===== src/rtl/mem_access_ctrl_pkg.sv =====
// Shared definitions for the CPU-side RAM access controller.
// Holds the default RAM geometry and the access FSM state encoding.
package mem_access_ctrl_pkg;

  localparam int DEF_ADDR_W = 16;
  localparam int DEF_BYTE_W = 8;

  typedef enum logic [1:0] {
    IDLE   = 2'd0,
    ACC_LO = 2'd1,
    ACC_HI = 2'd2,
    DONE   = 2'd3
  } state_e;

endpackage


===== src/rtl/mem_access_ctrl.sv =====
// Single RAM master for byte and 16-bit little-endian word accesses.
// Runs one or two RAM cycles per request and assembles the read result.
module mem_access_ctrl
  import mem_access_ctrl_pkg::*;
#(
  parameter int ADDR_W = DEF_ADDR_W,
  parameter int BYTE_W = DEF_BYTE_W
) (
  input  logic                clk,
  input  logic                rst_n,
  input  logic                req,
  input  logic                wr,
  input  logic                word,
  input  logic [ADDR_W-1:0]   addr,
  input  logic [2*BYTE_W-1:0] wdata,
  output logic                ready,
  output logic                done,
  output logic [2*BYTE_W-1:0] rdata,
  output logic                mem_ce,
  output logic                mem_we,
  output logic [ADDR_W-1:0]   mem_addr,
  output logic [BYTE_W-1:0]   mem_wdata,
  input  logic [BYTE_W-1:0]   mem_rdata
);

  state_e                state_q, state_d;
  logic                  wr_q, wr_d;
  logic                  word_q, word_d;
  logic [ADDR_W-1:0]     addr_q, addr_d;
  logic [2*BYTE_W-1:0]   wdata_q, wdata_d;
  logic [2*BYTE_W-1:0]   rdata_q, rdata_d;

  always_ff @(posedge clk or negedge rst_n) begin
    if (!rst_n) begin
      state_q <= IDLE;
      wr_q    <= 1'b0;
      word_q  <= 1'b0;
      addr_q  <= '0;
      wdata_q <= '0;
      rdata_q <= '0;
    end else begin
      state_q <= state_d;
      wr_q    <= wr_d;
      word_q  <= word_d;
      addr_q  <= addr_d;
      wdata_q <= wdata_d;
      rdata_q <= rdata_d;
    end
  end

  // RAM strobes depend only on state and latched operands, so live CPU inputs
  // can toggle freely while an access is in flight.
  always_comb begin
    state_d   = state_q;
    wr_d      = wr_q;
    word_d    = word_q;
    addr_d    = addr_q;
    wdata_d   = wdata_q;
    rdata_d   = rdata_q;
    ready     = 1'b0;
    done      = 1'b0;
    mem_ce    = 1'b0;
    mem_we    = 1'b0;
    mem_addr  = '0;
    mem_wdata = '0;
    case (state_q)
      IDLE: begin
        ready = 1'b1;
        if (req) begin
          wr_d    = wr;
          word_d  = word;
          addr_d  = addr;
          wdata_d = wdata;
          state_d = ACC_LO;
        end
      end
      ACC_LO: begin
        mem_ce    = 1'b1;
        mem_we    = wr_q;
        mem_addr  = addr_q;
        mem_wdata = wdata_q[BYTE_W-1:0];
        if (!wr_q) begin
          rdata_d[BYTE_W-1:0] = mem_rdata;
          if (!word_q) rdata_d[2*BYTE_W-1:BYTE_W] = '0;
        end
        state_d = word_q ? ACC_HI : DONE;
      end
      ACC_HI: begin
        mem_ce    = 1'b1;
        mem_we    = wr_q;
        mem_addr  = addr_q + ADDR_W'(1);
        mem_wdata = wdata_q[2*BYTE_W-1:BYTE_W];
        if (!wr_q) rdata_d[2*BYTE_W-1:BYTE_W] = mem_rdata;
        state_d = DONE;
      end
      DONE: begin
        done    = 1'b1;
        state_d = IDLE;
      end
      default: state_d = IDLE;
    endcase
  end

  assign rdata = rdata_q;

endmodule


===== config.mk =====
export PLATFORM = sky130hd
export DESIGN_NAME = mem_access_ctrl
export DESIGN_NICKNAME = d
export VERILOG_FILES = /design/src/rtl/mem_access_ctrl_pkg.sv /design/src/rtl/mem_access_ctrl.sv
export SDC_FILE = /design/constraint.sdc
export NUM_CORES = 1
export LEC_CHECK = 0
export BUFFER_PORTS_ARGS = -buffer_cell sky130_fd_sc_hd__buf_2
export CAP_MARGIN = 5
export CELL_PAD_IN_SITES_DETAIL_PLACEMENT = 1
export CELL_PAD_IN_SITES_GLOBAL_PLACEMENT = 2
export CORE_MARGIN = 8
export CORE_UTILIZATION = 32
export CTS_BUF_LIST = sky130_fd_sc_hd__clkbuf_2
export DETAILED_ROUTE_END_ITERATION = 10
export PLACE_DENSITY = 0.77
export SYNTH_ARGS = -nofsm -noshare
export SYNTH_HDL_FRONTEND = slang
export SYNTH_SLANG_ARGS = --single-unit

===== constraint.sdc =====
create_clock -name clk -period 2.1 [get_ports clk]
set_input_delay 0.21 -clock clk [delete_from_list [all_inputs] [get_ports clk]]
set_output_delay 0.21 -clock clk [all_outputs]
set_load 0.01 [all_outputs]

==> qor.txt <==
final non-filler cell total - 489
Worst R2R Start - state_q[0]
CP max stage delay - 490 ps
gr busiest metal - met2
worst-margin pin slew - 435 ps
post-synthesis sequential area ratio - 0.481
vias in the first global route - 2,636
hold_sp - req
M3 GR Usage - 0.0422
initial antenna violation count - 0
Setup Skew - 16.1 ps
vias - 2,403
Total GRT Usage - 0.145
final net count - 433
Leakage - 1.80 nW
power per standard cell area - 1450 mW/mm^2
Post-synth EDFFs - 0
CTS clk-pin slew, worst paths - 260 ps
final setup margin - -135 ps
met2 Resource Use GR - 0.241
Primary FF master, synth - dfrtp_1
worst path bufs/invs - 2
CP Cell Sequence - inv_2, ha_2, nand2_4, or4_1, o21ai_1, buf_2
Pre-antenna DRT Iters - 4
WL per Instance - 16.9 um
final WL - 8.29 mm
Peak VDD IR - 502 uV
global-route wire length before repair - 13.7 mm
io pins - 89
GP Congestion - 0.767
Iter 0 DRT Violations - 47
Final Power - 5.68 mW
share of synthesized registers carrying an async set or reset - 1.00
FF-to-FF setup slack - 300 ps
Post-route DRC - 0
Top Family by Delay on Critical Path - simple AND/OR/NAND/NOR gates
Port Buffers - 88
Crit Path Class - reg -> out
hpwl dp - 5.41 mm
Syn Area/Cell - 11.1 sq um
Starting Density - 0.329
crit start category - register
Die X - 108 um
area post-placement - 0.00326 sq mm
Yosys warning total - 0
post-DR vias/cell - 4.91
hold slack - 116 ps
Final setup violation count - 10
max-cap check violation count - 0
max_slew headroom - 0.710
cell count of the worst hold path - 3
reg2reg end - rdata[14]
Row Count - 33
Tcrit/Tclk final - 1.06
commonest non-fill, non-tap cells in the layout - 88 x buf_2, 46 x dfrtp_1, 43 x dlygate4sd3_1
Yosys cell types - 37
Antenna Nets Post-Route - 0
GR Overflow Total - 0
Max Transition Viols Final - 0
# diodes - 0
TritonCTS Buffers - 5
core region area - 0.00822 sq mm
beginning of the critical path - state_q[0]
layout cells sized above 1 - 0.482
post-synthesis net count - 293
violated checks - setup timing
deepest clock path buffer count - 2
R2R depth - 8
final instance area - 0.00392 sq mm
fin crit period - 2230 ps
Root Driver - clkbuf_2
Hold EP - state_q[1]
Placed Instances - 426
FMAX - 448 MHz
largest net degree at the start of global routing - 53
final hold violations - 0
flops & latches, synth - 52
crit path max fanout - 2
commonest non-fill, non-tap cell in the layout - buf_2
Netlist Area Pre-Place - 0.00271 sq mm
CP arrival - 2020 ps
Req. time, crit path - 1890 ps
post-layout util - 0.478
Die Y-Extent - 108 um
status - finished, violations left
# H-tree levels - 2
highest-delay cell along the critical path - or4_1
clock sinks - 52
CP endpoint kind - output pin
area grow syn2layout - 45.0%
CTS tree - done
met1 GRT Util - 0.180
Hold/Removal Path Class - in -> reg
Die Footprint - 0.0117 sq mm
Post-Synthesis Cells - 243
worst skew pair latency - 420 ps
unrepaired setup endpoints after global routing - true
final cells by class:
cell class	count	area (sq um)
clock buffers	6	30.0
clock inverters	2	11.3
fillers	950	4290
inverters	12	45.0
multi-input cells	161	1330
flip-flops and latches	52	1310
well taps	105	131
repair buffers	151	1070
worst max-delay path by stage:
| stage | endpoint | slack, ps | cells after the start |
|---|---|---|---|
| floorplan | mem_addr[11] | 100 | 6 |
| global placement | mem_addr[14] | 140 | 6 |
| detailed placement | mem_addr[15] | 140 | 7 |
| CTS | mem_addr[11] | -150 | 6 |
| global route | mem_addr[14] | -270 | 6 |
| finish | mem_addr[11] | -130 | 6 |
cell usage after synthesis (3+ instances only):
library cell	count	area share
mux2_2	42	0.17
ha_1	5	0.023
buf_2	10	0.018
inv_1	12	0.017
nor2b_1	13	0.030
o21ai_0	19	0.035
o21ai_1	5	0.0092
nand3_1	12	0.022
a31oi_1	4	0.0092
a22oi_1	12	0.033
nand2_1	9	0.012
xor2_1	4	0.013
nand4_1	5	0.012
dfrtp_1	52	0.48
clkbuf_1	5	0.0069
and3_1	3	0.0069
power by group:
group	internal [mW]	leakage [nW]	switching (mW)
combinational	1.66	1.15	1.67
clock	0.0830	0.0266	0.324
sequential	1.52	0.620	0.421
total	3.26	1.80	2.42
state kept, by name (all words and copies together), names as in the netlist:
register / cells
wr_q: 1
word_q: 1
addr_q: 16
state_q: 2
wdata_q: 16
rdata: 16
worst reg2reg max path, cell delays in order, from the launching register on:
cell      delay, ps
dfrtp_1         460
inv_2           100
ha_2            220
buf_6           240
nor2_1          120
a211oi_4        200
buf_4           230
nand3_1          90
o21ai_0          80
layer usage:
| metal | part of all wire | wire length, um |
|---|---|---|
| met1 | 0.44 | 3650 |
| met2 | 0.49 | 4020 |
| met3 | 0.065 | 535 |
| met4 | 0.0094 | 78 |
| met5 | 0 | 0 |
what timing repair did:
item,4_1_cts,5_1_grt
resized for setup,17,19
setup buffers,10,1
hold buffers,43,0
pin swaps,4,7
gates cloned,0,1
endpoints found under the hold margin,102,0
endpoints found under the setup margin,24,24
logic make-up after synthesis:
logic type | after synthesis | synth area share
AND/OR/NAND/NOR | 57 | 0.126
buffers and inverters | 31 | 0.0559
XOR/XNOR | 6 | 0.0194
flip-flops | 52 | 0.481
AO/OA/AOI/OAI | 49 | 0.116
adder cells (fa/ha/maj) | 5 | 0.0231
multiplexers | 43 | 0.179
metrics by stage:
step / worst slack, ps / setup TNS, ps
final: -135 / -667
after global placement: 143 / 0
after floorplan: 99.3 / 0
after detailed placement: 138 / 0
after global routing: -265 / -3150
after CTS: -154 / -1320
Power figures use the tool's default switching activity.
